`src/rtl/fetch_pkg.sv`:
```
// Shared types and constants for the instruction fetch front end.
// Optional FETCH_ALIGN_CHK_EN adds the address-error flag to each queue entry.
package fetch_pkg;

  localparam logic [31:0] NOP_INSTR        = 32'h0000_0000;
  localparam logic [31:0] DEFAULT_RESET_PC = 32'h0000_3000;

  typedef struct packed {
    logic [31:0] pc;
    logic [31:0] instr;
`ifdef FETCH_ALIGN_CHK_EN
    logic        adel;
`endif
  } fetch_entry_t;

  function automatic logic [31:0] next_pc(input logic [31:0] pc);
    return pc + 32'd4;
  endfunction

endpackage

```
`src/rtl/fetch_unit_queue.sv`:
```
// In-order FIFO of fetched {pc, instr} entries; DEPTH must be a power of two.
module fetch_queue
  import fetch_pkg::*;
#(
  parameter int DEPTH = 4
) (
  input  logic                         clk,
  input  logic                         reset,
  input  logic                         push,
  input  fetch_entry_t                 push_data,
  input  logic                         pop,
  input  logic                         clear,
  output logic [$clog2(DEPTH+1)-1:0]   count,
  output fetch_entry_t                 head
);

  localparam int PW = $clog2(DEPTH);
  localparam int CW = $clog2(DEPTH+1);

  fetch_entry_t    mem_r [DEPTH];
  logic [PW-1:0]   rd_ptr_r;
  logic [PW-1:0]   wr_ptr_r;
  logic [CW-1:0]   count_r;

  // Entry storage
  always_ff @(posedge clk or negedge reset) begin
    if (!reset) begin
      for (int i = 0; i < DEPTH; i++) mem_r[i] <= '0;
    end else if (push && !clear) begin
      mem_r[wr_ptr_r] <= push_data;
    end
  end

  // Pointers and occupancy; clear wins over push/pop
  always_ff @(posedge clk or negedge reset) begin
    if (!reset) begin
      rd_ptr_r <= '0;
      wr_ptr_r <= '0;
      count_r  <= '0;
    end else if (clear) begin
      rd_ptr_r <= '0;
      wr_ptr_r <= '0;
      count_r  <= '0;
    end else begin
      if (push) wr_ptr_r <= wr_ptr_r + PW'(1);
      if (pop)  rd_ptr_r <= rd_ptr_r + PW'(1);
      count_r <= count_r + CW'(push) - CW'(pop);
    end
  end

  assign count = count_r;
  assign head  = mem_r[rd_ptr_r];

endmodule

```
`src/rtl/fetch_unit.sv`:
```
// Fetch front end: PC generation, imem credit/drop tracking, F-stage outputs.
// Define FETCH_ALIGN_CHK_EN to raise exc_adel_F on a misaligned fetch PC.
module fetch_unit
  import fetch_pkg::*;
#(
  parameter logic [31:0] RESET_PC = DEFAULT_RESET_PC,
  parameter int          QDEPTH   = 4
) (
  input  logic        clk,
  input  logic        reset,
  output logic        imem_req,
  output logic [31:0] imem_addr,
  input  logic        imem_ready,
  input  logic        imem_rvalid,
  input  logic [31:0] imem_rdata,
  input  logic        Stall_FD,
  input  logic        redirect,
  input  logic [31:0] redirect_pc,
  output logic        valid_F,
  output logic [31:0] instr_F,
  output logic [31:0] PC_F,
  output logic [31:0] PCplus4_F
`ifdef FETCH_ALIGN_CHK_EN
  ,
  output logic        exc_adel_F
`endif
);

  localparam int CW = $clog2(QDEPTH+1);

  logic [31:0]  fetch_pc_r;
  logic [31:0]  resp_pc_r;
  logic [CW-1:0] outstanding_r;
  logic [CW-1:0] drop_r;
  logic [CW-1:0] count_s;
  logic [CW:0]  used_s;
  logic         pop_s;
  logic         push_s;
  logic         credit_ok_s;
  logic         fetch_ok_s;
  logic         adel_push_s;
  logic         imem_req_s;
  logic         accept_s;
  logic         live_rsp_s;
  fetch_entry_t push_data_s;
  fetch_entry_t head_s;

  // Queue credit: in-flight words (doomed or not) plus buffered words stay within QDEPTH
  always_comb begin
    pop_s       = valid_F & ~Stall_FD & ~redirect;
    used_s      = {1'b0, outstanding_r} + {1'b0, count_s} - {{CW{1'b0}}, pop_s};
    credit_ok_s = (used_s < (CW+1)'(QDEPTH));
  end

`ifdef FETCH_ALIGN_CHK_EN
  logic adel_done_r;
  logic misalign_s;

  // Misaligned PC: stop issuing, emit one exception entry once the pipe is empty
  always_comb begin
    misalign_s  = (fetch_pc_r[1:0] != 2'b00);
    fetch_ok_s  = ~misalign_s;
    adel_push_s = reset & misalign_s & ~adel_done_r & (outstanding_r == '0)
                  & ~redirect & credit_ok_s;
  end

  // One exception entry per redirect
  always_ff @(posedge clk or negedge reset) begin
    if (!reset) begin
      adel_done_r <= 1'b0;
    end else if (redirect) begin
      adel_done_r <= 1'b0;
    end else if (adel_push_s) begin
      adel_done_r <= 1'b1;
    end
  end
`else
  assign fetch_ok_s  = 1'b1;
  assign adel_push_s = 1'b0;
`endif

  // Request handshake and queue push selection
  always_comb begin
    imem_req_s        = reset & ~redirect & credit_ok_s & fetch_ok_s;
    accept_s          = imem_req_s & imem_ready;
    live_rsp_s        = imem_rvalid & (drop_r == '0) & ~redirect;
    push_data_s       = '0;
    push_data_s.pc    = resp_pc_r;
    push_data_s.instr = imem_rdata;
`ifdef FETCH_ALIGN_CHK_EN
    if (adel_push_s) begin
      push_data_s.pc    = fetch_pc_r;
      push_data_s.instr = NOP_INSTR;
      push_data_s.adel  = 1'b1;
    end else begin
      push_data_s.adel  = 1'b0;
    end
`endif
    push_s = live_rsp_s | adel_push_s;
  end

  // Fetch PC, PC of the oldest live response, credit and drop counters
  always_ff @(posedge clk or negedge reset) begin
    if (!reset) begin
      fetch_pc_r    <= RESET_PC;
      resp_pc_r     <= RESET_PC;
      outstanding_r <= '0;
      drop_r        <= '0;
    end else if (redirect) begin
      fetch_pc_r    <= redirect_pc;
      resp_pc_r     <= redirect_pc;
      outstanding_r <= outstanding_r - CW'(imem_rvalid);
      drop_r        <= outstanding_r - CW'(imem_rvalid);
    end else begin
      if (accept_s) fetch_pc_r <= next_pc(fetch_pc_r);
      outstanding_r <= outstanding_r + CW'(accept_s) - CW'(imem_rvalid);
      if (imem_rvalid && (drop_r != '0)) drop_r <= drop_r - CW'(1);
      if (live_rsp_s) resp_pc_r <= next_pc(resp_pc_r);
    end
  end

  fetch_queue #(.DEPTH(QDEPTH)) u_queue (
    .clk       (clk),
    .reset     (reset),
    .push      (push_s),
    .push_data (push_data_s),
    .pop       (pop_s),
    .clear     (redirect),
    .count     (count_s),
    .head      (head_s)
  );

  assign imem_req  = imem_req_s;
  assign imem_addr = fetch_pc_r;
  assign valid_F   = (count_s != '0) & ~redirect;
  assign instr_F   = valid_F ? head_s.instr : NOP_INSTR;
  assign PC_F      = valid_F ? head_s.pc : 32'h0000_0000;
  assign PCplus4_F = valid_F ? next_pc(head_s.pc) : 32'h0000_0000;
`ifdef FETCH_ALIGN_CHK_EN
  assign exc_adel_F = valid_F & head_s.adel;
`endif

endmodule
```
`config.mk`:
```
export PLATFORM = sky130hd
export DESIGN_NAME = fetch_unit
export DESIGN_NICKNAME = d
export VERILOG_FILES = /design/src/rtl/fetch_pkg.sv /design/src/rtl/fetch_unit_queue.sv /design/src/rtl/fetch_unit.sv
export SDC_FILE = /design/constraint.sdc
export NUM_CORES = 1
export LEC_CHECK = 0
export CAP_MARGIN = 20
export CORE_MARGIN = 2
export CORE_UTILIZATION = 57
export DETAILED_ROUTE_END_ITERATION = 16
export GPL_TIMING_DRIVEN = 1
export PLACE_DENSITY = 0.81
export SYNTH_ARGS = -nofsm -noshare
export SYNTH_HDL_FRONTEND = slang
export SYNTH_SLANG_ARGS = --single-unit
```
`constraint.sdc`:
```
create_clock -name clk -period 4.83 [get_ports clk]
set_input_delay 0.966 -clock clk [delete_from_list [all_inputs] [get_ports clk]]
set_output_delay 0.966 -clock clk [all_outputs]
set_load 0.02 [all_outputs]
```
After elaboration in Yosys (flattened, before gate mapping)

Cells that the tools add are included.

Flip-flop bits (word level): 333
Output and inout port bits: 130

Add/sub/neg operators: 13
Order comparisons: 4
Multiplexer cells: 21
Bitwise logic cells: 12
Reductions and logical operators: 11

Operators by type and width:

| cell                                                                         | number |
|---|---|
| 256-bit bitwise mux                                                          | 1 |
| 32-bit two-way mux                                                           | 7 |
| 64-bit two-way mux                                                           | 3 |
| 64-bit binary-select mux with 2-bit select                                   | 1 |
| 64-bit demux with 2-bit select                                               | 1 |
| 32-bit by 3-bit adder with 32-bit output, second input constant              | 3 |
| 3-bit two-way mux                                                            | 4 |
| 3-bit by 1-bit subtractor with 3-bit output                                  | 3 |
| 1-bit AND                                                                    | 8 |
| 2-bit two-way mux                                                            | 4 |
| 2-bit nonzero test                                                           | 4 |
| 3-bit by 1-bit adder with 3-bit output                                       | 2 |
| 3-bit greater-or-equal comparator, second input constant                     | 2 |
| 2-bit NOT with 3-bit output                                                  | 2 |
| 3-bit nonzero test                                                           | 2 |
| 2-bit by 1-bit adder with 2-bit output, second input constant                | 2 |
| 3-bit by 3-bit adder with 4-bit output                                       | 1 |
| 4-bit by 3-bit less-than comparator with 1-bit output, second input constant | 1 |
| 4-bit by 1-bit subtractor with 4-bit output                                  | 1 |
| 1-bit logical AND                                                            | 3 |
| 3-bit logical NOT                                                            | 1 |
| 3-bit by 1-bit less-than comparator with 1-bit output, second input constant | 1 |
| 3-bit by 1-bit subtractor with 3-bit output, second input constant           | 1 |
| 1-bit NOT                                                                    | 2 |
| 1-bit logical NOT                                                            | 1 |

Depth between registers and ports, before layout

Word-level depth: 11
Depth in mapped cells: 18
Gate-level depth less buffers: 16

Cells and area by module

From an unflattened synthesis, not the netlist that was laid out.

Cell total of the unflattened synthesis: 1278
Area total of the unflattened synthesis: 17704.5 um^2

Modules (own cells, without submodules):

| module      | instances | cells each | area an instance (um^2) | seq. area each (um^2) |
|---|---|---|---|---|
| fetch_queue | 1         | 657        | 12339.3                 | 6581.3 |
| fetch_unit  | 1         | 621        | 5365.1                  | 1756.7 |

Least setup slack after synthesis

Ideal clock, no wire load.

Path type: input to register
Start: input port redirect
End: register outstanding_r[2]
Library setup time: 80 ps
Data arrival time: 4665 ps
Setup slack: 85 ps
Cell stages on the path: 18
Path buffers: 3
Path through: clkbuf_1 > or2_2 > clkbuf_1 > nor2_1 > ha_1 > inv_1 > ha_1 > and3b_1 > nor4_2 > buf_2 > o21ai_0 > ha_1 > inv_1 > ha_1 > fa_1 > xor2_1 > o21ai_0 > xnor2_1

Cells in the longest elaborated chain, start to end: 11
Elaborated cells between the ends (all ways): 12
Those cells by class: 3 x add/sub; 1 x order compare; 1 x mux; 7 x bitwise

Ends and longest elaborated chain:

| element                                               | line                                                  | text |
|---|---|---|
| start: declaration                                    | fetch_unit.sv:17                                      | `input logic redirect,` |
| 1-bit NOT                                             | fetch_unit.sv:50, fetch_unit.sv:84, fetch_unit.sv:135 |  |
| 1-bit AND                                             | fetch_unit.sv:135                                     | `assign valid_F = (count_s != '0) & ~redirect;` |
| 1-bit AND (2 in a row)                                | fetch_unit.sv:50                                      | `pop_s = valid_F & ~Stall_FD & ~redirect;` |
| 4-bit by 1-bit subtractor with 4-bit output           | fetch_unit.sv:51                                      | `used_s = {1'b0, outstanding_r} + {1'b0, count_s} - {{CW{1'b0}}, pop_s};` |
| 4-bit by 3-bit less-than comparator with 1-bit output | fetch_unit.sv:52                                      | `credit_ok_s = (used_s < (CW+1)'(QDEPTH));` |
| 1-bit AND                                             | fetch_unit.sv:84                                      | `imem_req_s = reset & ~redirect & credit_ok_s & fetch_ok_s;` |
| 1-bit AND                                             | fetch_unit.sv:85                                      | `accept_s = imem_req_s & imem_ready;` |
| 3-bit by 1-bit adder with 3-bit output                | fetch_unit.sv:116                                     | `outstanding_r <= outstanding_r + CW'(accept_s) - CW'(imem_rvalid);` |
| 3-bit by 1-bit subtractor with 3-bit output           | fetch_unit.sv:116                                     |  |
| 3-bit two-way mux *                                   | fetch_unit.sv:109                                     | `end else if (redirect) begin` |
| end signal: assignment                                | fetch_unit.sv:112                                     | `outstanding_r <= outstanding_r - CW'(imem_rvalid);` |
| end signal: assignment                                | fetch_unit.sv:116                                     |  |
| end: declaration                                      | fetch_unit.sv:33                                      | `logic [CW-1:0] outstanding_r;` |

Mark *: on every way between the ends. The rest lies on a longest branch, timed or not.
A chain may end at the register's enable or synchronous reset.

Final worst setup path

Start: register u_queue.rd_ptr_r[0]
End: output port PCplus4_F[28]

Cells in the longest elaborated chain, start to end: 6

Ends and longest elaborated chain:

| element                                               | line                   | text |
|---|---|---|
| start: declaration                                    | fetch_unit_queue.sv:21 | `logic [PW-1:0] rd_ptr_r;` |
| start signal: assignment                              | fetch_unit_queue.sv:46 | `if (pop) rd_ptr_r <= rd_ptr_r + PW'(1);` |
| 2-bit NOT with 3-bit output (not written as such)     | fetch_unit_queue.sv:52 | `assign head = mem_r[rd_ptr_r];` |
| 64-bit binary-select mux with 2-bit select            | fetch_unit_queue.sv:52 |  |
| 64-bit two-way mux (not written as such) (2 in a row) | fetch_unit_queue.sv:52 |  |
| 32-bit by 3-bit adder with 32-bit output              | fetch_pkg.sv:17        | `return pc + 32'd4;` |
| 32-bit two-way mux                                    | fetch_unit.sv:138      | `assign PCplus4_F = valid_F ? next_pc(head_s.pc) : 32'h0000_0000;` |
| end: declaration                                      | fetch_unit.sv:22       | `output logic [31:0] PCplus4_F` |

Every way passes these cells. The select of a mux whose other input is x is not followed.

==> flow_summary.yaml <==
job:
  drv_cap: 0
power_and_ir_drop:
  p_sw_mw: 3.25
  swShare_pct: 32.6
  combPwrFrac_pct: 35.4
  peakVddDrop_uv: 239
  pwr-share-clk_pct: 26.7
  leakagePower_nw: 9.07
  p_int_mw: 6.72
  p_seq_share_pct: 38.0
  power-per-cell-area_mw_per_mm2: 489
yosys:
  synthMuxAreaShare_pct: 27.1
  synth_top_family_by_area: "multiplexers"
  ys_async_sr_fraction_pct: 100
  synth_seq_cells: 333
  synth-xor-area-share_pct: 2.76
  syn_area_per_cell_sq_um: 12.6
  synth_seq_area_share_pct: 49.5
  synth.net_count: 1430
  synthSimpleGateAreaFrac_pct: 11.5
  synth_cell_type_count: 58
  synth_compound_area_share_pct: 4.24
  syn_inst: 1339
  syn-cell-area_sq_mm: 0.0168
  synth_flop_cell: "dfrtp_1"
  synthAdderAreaFrac_pct: 1.65
  ys.warnings.count: 0
  synth_edf_count: 0
die:
  row_count: 62
  die_y_microns: 176
  ios: 200
  core_area_sq_mm: 0.0289
  die-area_sq_mm: 0.0309
  initial_core_util_pct: 58.2
  die_x_microns: 176
place:
  port_buffers: 199
  place_hpwl_microns: 26900
  routabilityCongestion: 0.870
  dpl_cell_area_sq_mm: 0.0191
drt:
  dr.pass1.iters: 5
  wl_microns: 40800
  wire_per_inst_microns: 21.2
  drtIter0Drc: 904
  viasPerCell: 6.04
  vias: 11600
  drc: 0
  ant_nets: 0
critical_path:
  crit_path_end_kind: "output pin"
  critPathArrivalTime_ns: 3.71
  cp.required_ns: 3.86
  cp-start-kind: "register"
  cp_max_fo: 13
  worstSetupPathType: "register to output pin"
cells_and_area:
  final_area_sq_mm: 0.0204
  fillCellCount: 1946
  drive_gt1_share_pct: 28.2
  antenna_cells: 0
  layout.nets: 1610
  final_cell_mix: "dfrtp_1, mux2_2, clkdlybuf4s50_1"
  synthToLayoutAreaGrowth_pct: 21.0
  regArea_sq_mm: 0.00835
  final_common_cell: "dfrtp_1"
  multi_input_area_sq_mm: 0.00801
sta:
  final-hold-violation-count: 0
  tightest_slew_ns: 1.06
  timing.fmax_ghz: 0.214
  slew_headroom_pct: 29.1
  finalCritPeriodShare_pct: 96.7
  fin_crit_ns: 4.67
  setup_viol: 0
  slew_viol_final: 0
  rsz0062_at_grt: "false"
  clock-skew-final_ns: 0.0236
  setup-tns-final_ns: 0
clock_tree:
  cts.path.max_buffers: 3
  clock_sinks: 333
  clk_pin_slew_ns: 0.06
  cts_buffers: 36
  clock_latency_ns: 0.52
  cts_tree: "done"
  root_buffer: "clkbuf_16"
  cts_max_level: 2
grt:
  antenna_found_initial: 0
  grt_max_degree: 86
  grt_pass1_vias: 12200
  grt_pass1_wl_microns: 65500
  overflow: 0
  grt.total_usage_pct: 26.8
worst_hold_path:
  hp-class: "register to register"
run_status:
  outcome: "complete, no violations"
==> through the flow <==
step / hold slack (ns) / total power [mW] / cells / setup slack (ns) / util [%]
4_1_cts: 0.480 / 9.96 / 1922 / 0.00895 / 70.1
5_1_grt: 0.505 / 10.5 / 1928 / 0.0482 / 70.4
3_3_place_gp: 0.457 / 7.16 / 1858 / 0.429 / 66.1
6_report: 0.478 / 9.97 / 1928 / 0.158 / 70.4
2_1_floorplan: 0.445 / 6.03 / 1339 / 0.0846 / -
3_5_place_dp: 0.467 / 7.27 / 1858 / 0.364 / 66.1
==> critical path, stage by stage, from the launching register on <==
cell	delay, ns
dfrtp_4	0.58
buf_4	0.20
mux4_1	0.48
and3_2	0.36
nand4_1	0.12
buf_4	0.19
nor4_2	0.27
mux2_2	0.38
clkdlybuf4s50_1	0.59
==> layout make-up <==
cell class	instances	share of cell area, %
multi-input combinational	881	39.3
clock inverter	6	0.307
tap	384	2.36
clock buffer	57	5.26
inverter	34	0.626
timing repair buffer	233	11.2
sequential	333	41.0
==> power by group through the flow <==
stage	sequential [mW]	clock [mW]	combinational, mW
final	3.78	2.66	3.52
after floorplan	3.68	0	2.35
after CTS	3.79	2.70	3.47
after detailed placement	3.82	0	3.45
after global routing	3.85	2.82	3.79
after global placement	3.79	0	3.37
==> synthesized netlist by cell type (all sizes together) (4+ instances only) <==
| cell type | count | share of area (%) |
|---|---|---|
| nor3 | 18 | 0.53 |
| xor2 | 20 | 1.0 |
| a211oi | 4 | 0.18 |
| nand2 | 74 | 1.6 |
| o311a | 4 | 0.24 |
| mux2 | 267 | 18 |
| nor4 | 18 | 0.71 |
| buf | 46 | 1.5 |
| ha | 19 | 1.4 |
| dfrtp | 329 | 49 |
| xnor2 | 33 | 1.7 |
| nor2 | 59 | 1.3 |
| mux4 | 64 | 8.7 |
| and4 | 10 | 0.52 |
| nand3 | 21 | 0.65 |
| o2111ai | 9 | 0.51 |
| o31ai | 5 | 0.22 |
| clkbuf | 45 | 1.0 |
| or3 | 8 | 0.30 |
| a21oi | 17 | 0.51 |
| or4 | 7 | 0.31 |
| a31oi | 10 | 0.37 |
| inv | 34 | 0.76 |
| nand2b | 10 | 0.37 |
| dfstp | 4 | 0.62 |
| mux2i | 9 | 0.53 |
| nand4 | 21 | 0.87 |
| or2 | 4 | 0.15 |
| and3 | 23 | 0.87 |
| a21boi | 5 | 0.22 |
| o21ai | 42 | 1.2 |
| and2 | 72 | 2.7 |
==> routing by layer <==
layer,vias to the layer above,global-route usage (%),wire length [microns]
met5,-,0,0
met4,0,9.16,1380
met3,87,5.61,2700
met2,405,43.5,19300
met1,5939,36.3,17500
li1,5205,-,-
==> path summary, 6_finish.rpt <==
check / slack, ns / from / cells after the start / end
max: 0.16 / u_queue.rd_ptr_r[0] / 8 / PCplus4_F[28]
min: 0.48 / u_queue.mem_r[112] / 2 / u_queue.mem_r[112]
max reg2reg: 1.04 / u_queue.count[2] / 17 / outstanding_r[2]
min reg2reg: 0.48 / u_queue.mem_r[112] / 2 / u_queue.mem_r[112]
max in group asynchronous: 2.72 / reset / 3 / u_queue.mem_r[0]
min in group asynchronous: 0.67 / reset / 2 / resp_pc_r[18]
==> state kept, by name (all words and copies together), names as in the netlist <==
register          cells
u_queue.mem_r       256
imem_addr            32
resp_pc_r            32
drop_r                3
outstanding_r         3
u_queue.count         3
u_queue.rd_ptr_r      2
u_queue.wr_ptr_r      2
==> repair_timing <==
item | 4_1_cts | 5_1_grt
setup endpoints to repair | 7 | 13
gates resized for setup | 4 | 7
hold buffers | 0 | 0
pin swaps | 1 | 0
setup buffers | 1 | 5
==> cell families after synthesis <==
kind of cell             Yosys count
AO/OA/AOI/OAI                    110
XOR/XNOR                          53
adder cells (fa/ha/maj)           21
buffers and inverters            125
flip-flops                       333
multiplexers                     340
AND/OR/NAND/NOR                  357
Power figures use the tool's default switching activity.
